$ cat src/rtl/controladora_pkg.sv
// Shared types for the multi-zone lighting controller.
// Zone FSM states and controller operating modes.
package controladora_pkg;

    typedef enum logic [1:0] {
        ZONA_OFF,
        ZONA_ON,
        ZONA_WARN
    } zona_estado_t;

    typedef enum logic {
        MODO_MANUAL,
        MODO_AUTO
    } modo_t;

endpackage

$ cat src/rtl/zona_temporizador.sv
// One lighting zone: OFF/ON/WARN FSM, shutdown timer and warning blink.
// Ports: clk, rst (sync, high), enable (auto mode), clear, presenca, saida.
module zona_temporizador
    import controladora_pkg::*;
#(
    parameter int AUTO_SHUTDOWN_T = 30000,
    parameter int WARN_T          = 5000,
    parameter int BLINK_P         = 500
) (
    input  logic clk,
    input  logic rst,
    input  logic enable,
    input  logic clear,
    input  logic presenca,
    output logic saida
);

    localparam int TW = $clog2(AUTO_SHUTDOWN_T + 1);
    localparam int BW = $clog2(BLINK_P + 1);
    localparam logic [TW-1:0] T_FULL = TW'(AUTO_SHUTDOWN_T);
    localparam logic [TW-1:0] T_WARN = TW'(WARN_T);
    localparam logic [BW-1:0] B_LAST = BW'(BLINK_P - 1);

    zona_estado_t  estado_q, estado_d;
    logic [TW-1:0] timer_q, timer_d;
    logic [BW-1:0] blink_q, blink_d;
    logic          fase_q, fase_d;
    logic          saida_q, saida_d;

    always_comb begin
        estado_d = estado_q;
        timer_d  = timer_q;
        blink_d  = blink_q;
        fase_d   = fase_q;
        if (clear || !enable) begin
            estado_d = ZONA_OFF;
            timer_d  = '0;
            blink_d  = '0;
            fase_d   = 1'b0;
        end else if (presenca) begin
            estado_d = ZONA_ON;
            timer_d  = T_FULL;
            blink_d  = '0;
            fase_d   = 1'b0;
        end else begin
            unique case (estado_q)
                ZONA_ON: begin
                    timer_d = (timer_q != '0) ? timer_q - 1'b1 : '0;
                    if (timer_d == T_WARN) begin
                        estado_d = ZONA_WARN;
                        blink_d  = '0;
                        fase_d   = 1'b1;
                    end
                end
                ZONA_WARN: begin
                    timer_d = (timer_q != '0) ? timer_q - 1'b1 : '0;
                    if (timer_d == '0) begin
                        estado_d = ZONA_OFF;
                        fase_d   = 1'b0;
                    end else if (blink_q == B_LAST) begin
                        blink_d = '0;
                        fase_d  = ~fase_q;
                    end else begin
                        blink_d = blink_q + 1'b1;
                    end
                end
                default: ;
            endcase
        end
        // Output is registered alongside the state so it never glitches.
        saida_d = (estado_d == ZONA_ON) || ((estado_d == ZONA_WARN) && fase_d);
    end

    always_ff @(posedge clk) begin
        if (rst) begin
            estado_q <= ZONA_OFF;
            timer_q  <= '0;
            blink_q  <= '0;
            fase_q   <= 1'b0;
            saida_q  <= 1'b0;
        end else begin
            estado_q <= estado_d;
            timer_q  <= timer_d;
            blink_q  <= blink_d;
            fase_q   <= fase_d;
            saida_q  <= saida_d;
        end
    end

    assign saida = saida_q;

endmodule

$ cat src/rtl/controladora_multizona.sv
// Multi-zone lighting controller: button debounce, short/long press, per-zone timers.
// Ports: clk, rst (sync, high), infravermelho[N], push_button, led (1=auto), saida[N].
module controladora_multizona
    import controladora_pkg::*;
#(
    parameter int N_ZONES           = 4,
    parameter int DEBOUNCE_P        = 300,
    parameter int SWITCH_MODE_MIN_T = 5000,
    parameter int AUTO_SHUTDOWN_T   = 30000,
    parameter int WARN_T            = 5000,
    parameter int BLINK_P           = 500
) (
    input  logic               clk,
    input  logic               rst,
    input  logic [N_ZONES-1:0] infravermelho,
    input  logic               push_button,
    output logic               led,
    output logic [N_ZONES-1:0] saida
);

    localparam int DW = $clog2(DEBOUNCE_P + 1);
    localparam int PW = $clog2(SWITCH_MODE_MIN_T + 1);
    localparam logic [DW-1:0] DB_LAST   = DW'(DEBOUNCE_P - 1);
    localparam logic [PW-1:0] PRESS_MAX = PW'(SWITCH_MODE_MIN_T);

    logic               pb_s1_q, pb_s2_q;
    logic [N_ZONES-1:0] ir_s1_q, ir_s2_q;
    logic               db_level_q, db_level_d;
    logic [DW-1:0]      db_cnt_q, db_cnt_d;
    logic [PW-1:0]      press_q, press_d;
    modo_t              modo_q, modo_d;
    logic               manual_on_q, manual_on_d;
    logic               toggle, curta, clear_zonas;
    logic [N_ZONES-1:0] zona_saida;

    always_comb begin
        db_level_d = db_level_q;
        db_cnt_d   = '0;
        if (pb_s2_q != db_level_q) begin
            if (db_cnt_q == DB_LAST) begin
                db_level_d = pb_s2_q;
            end else begin
                db_cnt_d = db_cnt_q + 1'b1;
            end
        end

        press_d = '0;
        if (db_level_q) begin
            press_d = (press_q == PRESS_MAX) ? press_q : press_q + 1'b1;
        end

        // Long press fires once, when the counter first reaches saturation.
        toggle = db_level_q && (press_q != PRESS_MAX) && (press_d == PRESS_MAX);
        curta  = db_level_q && !db_level_d && (press_q < PRESS_MAX) && !toggle;

        modo_d      = modo_q;
        manual_on_d = manual_on_q;
        clear_zonas = 1'b0;
        if (toggle) begin
            modo_d      = (modo_q == MODO_AUTO) ? MODO_MANUAL : MODO_AUTO;
            manual_on_d = 1'b0;
            clear_zonas = 1'b1;
        end else if (curta) begin
            if (modo_q == MODO_MANUAL) begin
                manual_on_d = ~manual_on_q;
            end else begin
                clear_zonas = 1'b1;
            end
        end
    end

    always_ff @(posedge clk) begin
        if (rst) begin
            pb_s1_q     <= 1'b0;
            pb_s2_q     <= 1'b0;
            ir_s1_q     <= '0;
            ir_s2_q     <= '0;
            db_level_q  <= 1'b0;
            db_cnt_q    <= '0;
            press_q     <= '0;
            modo_q      <= MODO_MANUAL;
            manual_on_q <= 1'b0;
        end else begin
            pb_s1_q     <= push_button;
            pb_s2_q     <= pb_s1_q;
            ir_s1_q     <= infravermelho;
            ir_s2_q     <= ir_s1_q;
            db_level_q  <= db_level_d;
            db_cnt_q    <= db_cnt_d;
            press_q     <= press_d;
            modo_q      <= modo_d;
            manual_on_q <= manual_on_d;
        end
    end

    for (genvar i = 0; i < N_ZONES; i++) begin : g_zona
        zona_temporizador #(
            .AUTO_SHUTDOWN_T(AUTO_SHUTDOWN_T),
            .WARN_T         (WARN_T),
            .BLINK_P        (BLINK_P)
        ) u_zona (
            .clk     (clk),
            .rst     (rst),
            .enable  (modo_q == MODO_AUTO),
            .clear   (clear_zonas),
            .presenca(ir_s2_q[i]),
            .saida   (zona_saida[i])
        );
    end

    assign led   = (modo_q == MODO_AUTO);
    assign saida = (modo_q == MODO_AUTO) ? zona_saida : {N_ZONES{manual_on_q}};

endmodule

$ cat config.mk
export PLATFORM = sky130hd
export DESIGN_NAME = controladora_multizona
export DESIGN_NICKNAME = d
export VERILOG_FILES = /design/src/rtl/controladora_pkg.sv /design/src/rtl/zona_temporizador.sv /design/src/rtl/controladora_multizona.sv
export SDC_FILE = /design/constraint.sdc
export NUM_CORES = 1
export LEC_CHECK = 0
export BUFFER_PORTS_ARGS = -buffer_cell sky130_fd_sc_hd__buf_2
export CORE_UTILIZATION = 52
export DETAILED_ROUTE_END_ITERATION = 8
export PLACE_DENSITY = 0.71
export SYNTH_ARGS = -nofsm -noshare
export SYNTH_HDL_FRONTEND = slang
export SYNTH_SLANG_ARGS = --single-unit
$ cat constraint.sdc
create_clock -name clk -period 3.9 [get_ports clk]
set_input_delay 0.195 -clock clk [delete_from_list [all_inputs] [get_ports clk]]
set_output_delay 0.195 -clock clk [all_outputs]
set_load 0.01 [all_outputs]
==> impl_results.rst <==
.. list-table::
   :header-rows: 1

   * - Metric
     - Value
   * - Maximum ir drop on the vdd rail
     - 0.000241 V
   * - Synth top area share
     - 0.334
   * - Synthesized area per cell
     - 7.78 um2
   * - Antenna violations before repair
     - 0
   * - Share of flip-flops with an asynchronous set or reset
     - 0
   * - Sink count of the clock tree
     - 147
   * - Final weighted congestion in routability-driven placement
     - 0.900
   * - Yosys warning total
     - 0
   * - Worst-case headroom to the max-slew limit
     - 0.427
   * - Worst hold slack
     - 11.5 ps
   * - Synth Register Bits
     - 147
   * - PortBufs
     - 11
   * - Post-route clock period utilization
     - 0.912
   * - Busiest layer in global routing
     - met2
   * - Overall overflow remaining after global route
     - 0
   * - Area enclosed by the die boundary
     - 17500 um2
   * - Total of endpoints with negative setup slack in the final report
     - 0
   * - Number of maximum-capacitance violations
     - 0
   * - Total via count in the routed design
     - 8188
   * - Total I/O pin count
     - 12
   * - Fin. Hold Viols
     - 0
   * - Post-synth top flop
     - dfxtp_1
   * - Cell chain of the critical path
     - inv_1, ha_1, or3b_1, xnor2_1, nor4b_1, a31oi_1, nor4_4, o22ai_2, or4_1, a21oi_1
   * - Most frequent cell after synthesis
     - nor2_1
   * - Depth of the CTS H-tree
     - 4
   * - Post-DP HPWL
     - 13700 um
   * - Vias per Instance
     - 6.04
   * - Post-Syn Area
     - 8820 um2
   * - Buffers plus inverters on the worst setup path
     - 1
   * - Synth cell types
     - 91
   * - DRC violations left
     - 0
   * - Ranking of synthesized cells by instance count
     - nor2_1 (153), dfxtp_1 (147), a21oi_1 (103)
   * - Insertion delay of the later-clocked pin in the worst-skew pair
     - 420 ps
   * - RSZ-0062 raised after global routing
     - false
   * - Max stage delay on crit path
     - 560 ps
   * - Routed WL per cell
     - 14.6 um
   * - Slowest cell on the critical path
     - or4_1
   * - # diodes
     - 0
   * - Overall routed net length
     - 19700 um
   * - Final Core Density
     - 0.580
   * - Inserted Clock Buffers
     - 17
   * - Final max-slew violation count
     - 0
   * - LEAKAGE
     - 3.13 nW
   * - Fraction of layout cells with a size suffix above 1
     - 0.0925
   * - Leading cell types by total area after synthesis
     - dfxtp_1 (33%), nor2_1 (6.5%), a21oi_1 (5.8%)
   * - Pre-Repair DR Iteration Count
     - 5
   * - Standard cell core area
     - 16600 um2
   * - Vias in the first global route
     - 7451
   * - Worst path arrival time
     - 3910 ps
   * - Initial cell density of the core
     - 0.532
   * - Area overhead of the layout relative to synthesis
     - 9.02%
   * - Post-Place Worst Slack
     - 396 ps
   * - CP Data Required Time
     - 4250 ps
   * - Met3 Resource Use GR
     - 0.0438
   * - Share of the yosys chip area belonging to registers
     - 0.334
   * - Starting DRC count in detailed routing
     - 446
   * - Die Y-Extent
     - 132 um
   * - Die boundary width
     - 132 um
   * - Post-Syn Instances
     - 1134
   * - Final setup TNS
     - 0 ps
   * - Post-synth top area cell
     - dfxtp_1
   * - Post-DRT Antenna Nets
     - 0
   * - Number of flops mapped to enable cells by yosys
     - 0
   * - CTS Root Buffer Type
     - clkbuf_16
   * - Max Clock Skew
     - 7.76 ps
   * - Met1 capacity usage during global routing
     - 0.308
   * - Final period demand of the worst path
     - 3560 ps
   * - Clock transition at path regs
     - 60 ps
   * - Maximum fanout encountered on the critical timing path
     - 15
   * - TritonCTS clock tree
     - yes
   * - Worst setup margin
     - 342 ps
   * - Top cell family by delay on the critical path
     - simple AND/OR/NAND/NOR gates
   * - Met2 Resource Use GR
     - 0.383
   * - Number of standard-cell rows in the floorplan
     - 47
   * - Buffer depth of the longest clock path
     - 2
   * - Wire length of the first global-routing pass
     - 34300 um
   * - Worst Hold Class
     - in2reg
   * - Status
     - complete, no violations
   * - Maximum frequency from static timing analysis
     - 0.281 GHz
   * - Endpoint kind of the worst setup timing path
     - register
   * - Power density over the cells
     - 317 nW/um2
   * - Net count after synthesis
     - 1164
   * - Nets
     - 1155
   * - Total chip power
     - 3.05 mW
   * - Worst setup path class
     - reg2reg
   * - CP Launch Type
     - register
   * - Worst Tran Pin Value
     - 852 ps
   * - Total global routing track utilization
     - 0.234
   * - Largest net degree at the start of global routing
     - 24
==> layout by cell type, fill, tap and decap left out, types with 5 or more instances in the layout <==
cell type	instances
dfxtp_1	147
nand4b_1	6
and3_1	13
a211oi_1	6
mux2i_1	13
buf_2	11
xor2_1	20
nor2b_1	15
a41oi_1	5
o21ai_0	60
a21boi_0	5
buf_4	21
nor3b_1	7
a32o_1	6
a221oi_1	5
a22oi_1	5
nand3b_1	11
or4_1	14
or3_1	19
ha_1	23
nand2b_1	10
nor4_1	25
nand3_1	48
nor4b_1	8
a31o_2	6
a31oi_1	20
inv_1	48
nand4_1	24
nor2_1	153
a21oi_1	103
xnor2_1	26
and4_1	6
or2_2	11
o31ai_1	6
nand2_1	60
clkbuf_16	17
nor3_1	50
==> final timing paths <==
path | startpoint | endpoint | slack [ps] | cells past startpoint
max | g_zona[0].u_zona.timer_q[0] | g_zona[0].u_zona.blink_q[6] | 340 | 10
max reg2reg | g_zona[0].u_zona.timer_q[0] | g_zona[0].u_zona.blink_q[6] | 340 | 10
min | infravermelho[3] | ir_s1_q[3] | 10 | 2
min reg2reg | pb_s1_q | pb_s2_q | 440 | 1
==> layout make-up <==
class | instances | area (um2)
clock buffer | 24 | 492
clock inverter | 5 | 52.6
fill | 1538 | 6970
inverter | 49 | 184
multi-input combinational | 875 | 5430
sequential | 147 | 2940
tap | 220 | 275
timing repair buffer | 35 | 243
==> logic make-up (layout without fill, tap and decap cells) <==
family	Yosys count	after routing	synth area share
compound gates	282	282	0.207
xor+xnor	46	46	0.0457
fa+ha+maj	23	23	0.0326
buf+inv	112	113	0.0523
flops	147	147	0.334
mux	17	17	0.0199
simple gates	507	507	0.309
==> metrics by stage <==
| stage | cells | area, um2 |
|---|---|---|
| 2_1_floorplan | 1134 | 8820 |
| 3_3_place_gp | 1323 | 9040 |
| 3_5_place_dp | 1323 | 9040 |
| 4_1_cts | 1355 | 9620 |
| 5_1_grt | 1355 | 9620 |
| 6_report | 1355 | 9620 |
==> per-layer routing <==
metal  up-vias  wire length (um)
li1       4132                 -
met1      3827              9400
met2       196              9190
met3        33               846
met4         0               298
met5         -                 0
==> sequential cells by signal (all words and copies together), names as in the netlist <==
| register | count |
|---|---|
| g_zona.u_zona.saida | 4 |
| manual_on_q | 1 |
| pb_s2_q | 1 |
| g_zona.u_zona.estado_q | 8 |
| g_zona.u_zona.blink_q | 36 |
| led | 1 |
| g_zona.u_zona.timer_q | 60 |
| db_level_q | 1 |
| g_zona.u_zona.fase_q | 4 |
| db_cnt_q | 9 |
| ir_s2_q | 4 |
| press_q | 13 |
| pb_s1_q | 1 |
| ir_s1_q | 4 |
==> what timing repair did <==
action	CTS	global route
setup endpoints to repair	0	0
hold buffers	3	0
setup buffers	0	0
endpoints found under the hold margin	3	0
gates resized for setup	0	0
==> power breakdown <==
part | switching (mW) | internal (mW)
combinational | 0.0105 | 0.0107
sequential | 0.00648 | 1.51
clock | 0.588 | 0.930
==> worst register-to-register path: cells and delay by family (launching register included) <==
kind,cells,cell delay (ps)
buf+inv,1,120
simple gates,4,1860
xor+xnor,1,150
compound gates,3,710
fa+ha+maj,1,290
flops,1,360
Note: power is estimated with default switching activity, not from simulation.
